`src/rtl/encoder_16to4_seq_pkg.sv`:
```
// Shared constants and FSM state type for the 16-to-4 sequential encoder
// (and its 4-to-16 decoder counterpart).
package encoder_16to4_seq_pkg;

  localparam int ENC_N = 16;
  localparam int ENC_W = 4;
  localparam bit ENC_LSB_FIRST = 1'b1;

  typedef enum logic [0:0] {
    ST_IDLE  = 1'b0,
    ST_DRAIN = 1'b1
  } enc_state_e;

endpackage

```
`src/rtl/encoder_16to4_seq_prio_find.sv`:
```
// Combinational priority search over a request vector: selected index,
// any-set and at-most-one-set, with the scan direction chosen at run time.
module encoder_16to4_seq_prio_find
  import encoder_16to4_seq_pkg::*;
#(
  parameter int N = ENC_N,
  parameter int W = ENC_W
) (
  input  logic [N-1:0] i_vec,
  input  logic         i_lsb_first,
  output logic [W-1:0] o_idx,
  output logic         o_any,
  output logic         o_le_one
);

  localparam logic [N-1:0] ONE = {{(N-1){1'b0}}, 1'b1};

  // Last match in scan order wins, so scan opposite to the priority direction
  always_comb begin
    o_idx = {W{1'b0}};
    if (i_lsb_first) begin
      for (int i = N - 1; i >= 0; i--) begin
        o_idx = i_vec[i] ? W'(i) : o_idx;
      end
    end else begin
      for (int i = 0; i < N; i++) begin
        o_idx = i_vec[i] ? W'(i) : o_idx;
      end
    end
  end

  assign o_any = |i_vec;
  // Clearing the lowest set bit leaves zero only for popcount 0 or 1
  assign o_le_one = ((i_vec & (i_vec - ONE)) == {N{1'b0}});

endmodule

```
`src/rtl/encoder_16to4_seq.sv`:
```
// Sequential 16-to-4 encoder: accepts a request word and drains the index of
// every set bit, one per handshake beat, in priority order.
module encoder_16to4_seq
  import encoder_16to4_seq_pkg::*;
#(
  parameter int N = ENC_N,
  parameter int W = ENC_W,
  parameter bit LSB_FIRST = ENC_LSB_FIRST
) (
  input  logic         clk,
  input  logic         rst_n,
  input  logic         in_valid,
  output logic         in_ready,
  input  logic [N-1:0] in_word,
  output logic         out_valid,
  input  logic         out_ready,
  output logic [W-1:0] out_idx,
  output logic         out_last,
  output logic         out_none,
  output logic         out_onehot
);

  localparam logic [N-1:0] ONE = {{(N-1){1'b0}}, 1'b1};

  enc_state_e   r_state;
  logic [N-1:0] r_pending;
  logic         r_none;
  logic         r_onehot;
  logic         r_in_ready;
  logic         r_out_valid;
  logic [W-1:0] r_out_idx;
  logic         r_out_last;

  enc_state_e   w_state_nxt;
  logic [N-1:0] w_pending_nxt;
  logic         w_none_nxt;
  logic         w_onehot_nxt;
  logic [N-1:0] w_clr_mask;
  logic [W-1:0] w_idx;
  logic         w_any;
  logic         w_le_one;

  // Search runs on next-state pending so every output can be registered
  encoder_16to4_seq_prio_find #(
    .N (N),
    .W (W)
  ) u_prio_find (
    .i_vec       (w_pending_nxt),
    .i_lsb_first (LSB_FIRST),
    .o_idx       (w_idx),
    .o_any       (w_any),
    .o_le_one    (w_le_one)
  );

  assign w_clr_mask = ONE << r_out_idx;

  // Next state and pending word
  always_comb begin
    w_state_nxt   = r_state;
    w_pending_nxt = r_pending;
    case (r_state)
      ST_IDLE: begin
        if (in_valid) begin
          w_state_nxt   = ST_DRAIN;
          w_pending_nxt = in_word;
        end else begin
          w_state_nxt   = ST_IDLE;
          w_pending_nxt = r_pending;
        end
      end
      ST_DRAIN: begin
        if (out_ready) begin
          w_pending_nxt = r_pending & ~w_clr_mask;
          if (r_out_last) begin
            w_state_nxt = ST_IDLE;
          end else begin
            w_state_nxt = ST_DRAIN;
          end
        end else begin
          w_state_nxt   = ST_DRAIN;
          w_pending_nxt = r_pending;
        end
      end
      default: begin
        w_state_nxt   = ST_IDLE;
        w_pending_nxt = {N{1'b0}};
      end
    endcase
  end

  // Word flags: captured on accept, held across beats, cleared after the last beat
  always_comb begin
    w_none_nxt   = r_none;
    w_onehot_nxt = r_onehot;
    if ((r_state == ST_IDLE) && in_valid) begin
      w_none_nxt   = ~w_any;
      w_onehot_nxt = w_any & w_le_one;
    end else if ((r_state == ST_DRAIN) && out_ready && r_out_last) begin
      w_none_nxt   = 1'b0;
      w_onehot_nxt = 1'b0;
    end else begin
      w_none_nxt   = r_none;
      w_onehot_nxt = r_onehot;
    end
  end

  // State, pending word, flags and registered outputs
  always_ff @(posedge clk or negedge rst_n) begin
    if (!rst_n) begin
      r_state     <= ST_IDLE;
      r_pending   <= {N{1'b0}};
      r_none      <= 1'b0;
      r_onehot    <= 1'b0;
      r_in_ready  <= 1'b1;
      r_out_valid <= 1'b0;
      r_out_idx   <= {W{1'b0}};
      r_out_last  <= 1'b0;
    end else begin
      r_state     <= w_state_nxt;
      r_pending   <= w_pending_nxt;
      r_none      <= w_none_nxt;
      r_onehot    <= w_onehot_nxt;
      r_in_ready  <= (w_state_nxt == ST_IDLE);
      r_out_valid <= (w_state_nxt == ST_DRAIN);
      r_out_idx   <= (w_state_nxt == ST_DRAIN) ? w_idx : {W{1'b0}};
      r_out_last  <= (w_state_nxt == ST_DRAIN) ? w_le_one : 1'b0;
    end
  end

  assign in_ready   = r_in_ready;
  assign out_valid  = r_out_valid;
  assign out_idx    = r_out_idx;
  assign out_last   = r_out_last;
  assign out_none   = r_none;
  assign out_onehot = r_onehot;

endmodule

```
`config.mk`:
```
export PLATFORM = sky130hd
export DESIGN_NAME = encoder_16to4_seq
export DESIGN_NICKNAME = d
export VERILOG_FILES = /design/src/rtl/encoder_16to4_seq_pkg.sv /design/src/rtl/encoder_16to4_seq_prio_find.sv /design/src/rtl/encoder_16to4_seq.sv
export SDC_FILE = /design/constraint.sdc
export NUM_CORES = 1
export LEC_CHECK = 0
export ABC_CLOCK_PERIOD_IN_PS = 3700
export BUFFER_PORTS_ARGS = -buffer_cell sky130_fd_sc_hd__buf_2
export CAP_MARGIN = 20
export CORE_MARGIN = 1
export CORE_UTILIZATION = 58
export CTS_CLUSTER_DIAMETER = 200
export DETAILED_ROUTE_END_ITERATION = 16
export PLACE_DENSITY_LB_ADDON = 0.3
export SYNTH_ARGS = -nofsm -noshare
export SYNTH_HDL_FRONTEND = slang
export SYNTH_HIERARCHICAL = 1
export SYNTH_SLANG_ARGS = --single-unit
export TNS_END_PERCENT = 100
```
`constraint.sdc`:
```
create_clock -name clk -period 3.7 [get_ports clk]
set_input_delay 0.37 -clock clk [delete_from_list [all_inputs] [get_ports clk]]
set_output_delay 0.37 -clock clk [all_outputs]
set_load 0.05 [all_outputs]
```
==> results.sh <==
export IMPL_synth_most_common_cell="dfrtp_1"
export IMPL_drt_pass1_iterations=12
export IMPL_startpoint_type="flop"
export IMPL_comb_power_share_pct=60.0
export IMPL_ys_async_sr_fraction_pct=100
export IMPL_cp_data_required_time_ns=3.98
export IMPL_slew_violations=0
export IMPL_area_growth_pct=13.3
export IMPL_yosys_warnings=6
export IMPL_grt_util_all_layers_pct=29.2
export IMPL_grt_max_degree=26
export IMPL_intPower_uw=701
export IMPL_setup_tns_ns=0
export IMPL_hold_ws_ns=-0.00461
export IMPL_instances_no_fill=228
export IMPL_r2r_start="out_valid"
export IMPL_status="finished, violations left"
export IMPL_port_buffers=28
export IMPL_antenna_left=0
export IMPL_wl_per_cell_um=16.0
export IMPL_switching_share_pct=51.7
export IMPL_max_freq_ghz=0.334
export IMPL_critPathCaptureType="flop"
export IMPL_finClkSkew_ns=0.00606
export IMPL_n_antenna_cell=0
export IMPL_synthesis_area_mm2=0.00149
export IMPL_clkLatencyLatePin_ns=0.33
export IMPL_boundaryPins=29
export IMPL_cts_path_max_buffers=2
export IMPL_synth_edf_count=0
export IMPL_rsz0062_at_grt="false"
export IMPL_power_frac_clock_pct=8.9
export IMPL_initial_utilization_pct=60.9
export IMPL_leakagePower_uw=0.000723
export IMPL_synth_ff_type="dfrtp_1"
export IMPL_cp_startpoint="out_valid"
export IMPL_max_vdd_ir_drop_mv=0.526
export IMPL_postCtsSetupRepairBufs=0
export IMPL_cts_buffers=3
export IMPL_violations="DRC, hold timing"
export IMPL_syn_avg_cell_area_um2=9.17
export IMPL_place_ws_ns=0.757
export IMPL_grt_pass1_wl_mm=5.73
export IMPL_p_per_area_mw_per_mm2=857
export IMPL_die_y_um=52.8
export IMPL_post_cts_resize_count=0
export IMPL_hold_viol_final=8
export IMPL_power_uw=1450
export IMPL_grt_pass1_vias=1288
export IMPL_postCtsHoldBufs=0
export IMPL_finalCritPeriodShare_pct=81.0
export IMPL_period_needed_ns=3.00
export IMPL_worstHoldPathType="input port to async pin"
export IMPL_synth_top_cell_area_share_pct=40.2
export IMPL_r2r_end="out_onehot"
export IMPL_slew_headroom_pct=38.3
export IMPL_setup_violations=0
export IMPL_rrSetupSlack_ns=0.70
export IMPL_path_clk_slew_ns=0.14
export IMPL_synth_cells=163
export IMPL_cts_root_buf="clkbuf_4"
export IMPL_vias_per_cell=6.14
export IMPL_worst_slack_ns=0.703
export IMPL_via_count=1400
export IMPL_power_frac_seq_pct=31.1
export IMPL_cp_max_fo=8
export IMPL_ys_top_cells_by_count="dfrtp_1 (24), a21oi_1 (17), mux2i_1 (17)"
export IMPL_die_w_um=52.8
export IMPL_drc=1
export IMPL_path_class="flop to flop"
export IMPL_dp_cells=224
export IMPL_dpl_hpwl_mm=2.79
export IMPL_die_area_mm2=0.00278
export IMPL_finalWeightedCongestion=0.898
export IMPL_crit_end="out_onehot"
export IMPL_ys_types=39
export IMPL_cap_violations=0
export IMPL_reg2reg_depth=10
export IMPL_nets=219
export IMPL_cts_max_level=1
export IMPL_worstMarginPinSlew_ns=0.922
export IMPL_gr_total_overflow=0
export IMPL_fp_row_count=18
export IMPL_cts_sinks=25
export IMPL_cts_tree="built"
export IMPL_finalWirelength_mm=3.64
export IMPL_ys_seq_area_share_pct=42.0
export IMPL_switchingPower_uw=750
export IMPL_antenna_found_initial=0
export IMPL_drive_gt1_share_pct=18.7
export IMPL_core_mm2=0.00245
export IMPL_ys_ff_latch=25
export IMPL_drt_iter0_markers=65
export IMPL_synth_top_area_cell="dfrtp_1"
export IMPL_cp_arrival_ns=3.28
export IMPL_synth_area_leaders="dfrtp_1 (40%), mux2i_1 (11%), a21oi_1 (5.7%)"
[worst max-delay path, stage by stage, from the launching register on]
cell,delay (ns)
dfrtp_1,0.50
nand2_1,0.16
nor3_1,0.37
a31oi_1,0.28
nor4_1,0.53
nand3_1,0.27
o41ai_1,0.26
o21ai_0,0.17
nor4_2,0.19
nand3_1,0.11
nand3_1,0.09
[cell type report]
class                   instances  area [µm²]
multi-input cells             129         810
fillers                       210         762
flip-flops and latches         25         627
repair buffers                 29         148
inverters                      11        41.3
well taps                      30        37.5
clock buffers                   3        22.5
clock inverters                 1        7.51
[worst min-delay path by stage]
stage,start,endpoint,slack (ns)
floorplan,rst_n,out_idx[0],0.07
global placement,rst_n,r_pending[9],0.37
detailed placement,rst_n,r_pending[9],0.39
CTS,rst_n,r_pending[1],0.01
global route,rst_n,r_pending[9],0.03
finish,rst_n,r_pending[9],-0.005
[per-layer routing]
layer	up-vias	wire (µm)	track usage, %
met5	-	0	0
met4	0	40	14.0
met3	6	284	3.48
met2	75	1780	47.7
met1	654	1540	37.9
li1	665	-	-
[per-stage QoR]
stage | util, % | cell area [µm²]
5_1_grt | 69.0 | 1690
2_1_floorplan | - | 1520
3_3_place_gp | 67.7 | 1660
3_5_place_dp | 67.7 | 1660
6_report | 69.0 | 1690
4_1_cts | 69.0 | 1690
[sequential cells by signal, summed over array words and instances, names as in the netlist]
signal	cells
r_pending	16
out_idx	4
in_ready	1
out_last	1
out_none	1
out_onehot	1
out_valid	1
[logic make-up (layout without fill, tap and decap cells)]
logic type,count (synthesis),in the layout,synth area share (%)
multiplexers,17,17,11.4
flip-flops,25,25,42.0
AO/OA/AOI/OAI,51,51,21.4
adder cells (fa/ha/maj),2,2,1.34
buffers and inverters,16,44,5.61
other,1,8,0.251
AND/OR/NAND/NOR,51,51,18.1
[power by group through the flow]
stage	Combinational, µW	Clock (µW)	Sequential, µW
6_report	871	130	451
5_1_grt	953	143	463
4_1_cts	849	130	450
3_5_place_dp	846	0	456
3_3_place_gp	830	0	448
2_1_floorplan	576	0	522
[cell usage in the layout (no fill, tap or decap), types with 2 or more instances in the layout]
cell type,instances
o21ai_0,9
and3_1,2
maj3_1,2
a31oi_1,9
o41ai_1,2
nor4_1,3
nand2_1,7
nand3_1,5
conb_1,8
nor2b_1,8
dfrtp_1,24
clkbuf_4,3
mux2i_1,17
a21oi_1,17
nor2_1,12
nor3_1,6
o31ai_1,3
inv_1,11
nand2b_1,2
buf_2,28
No activity file was read; power rests on OpenSTA's default activity.
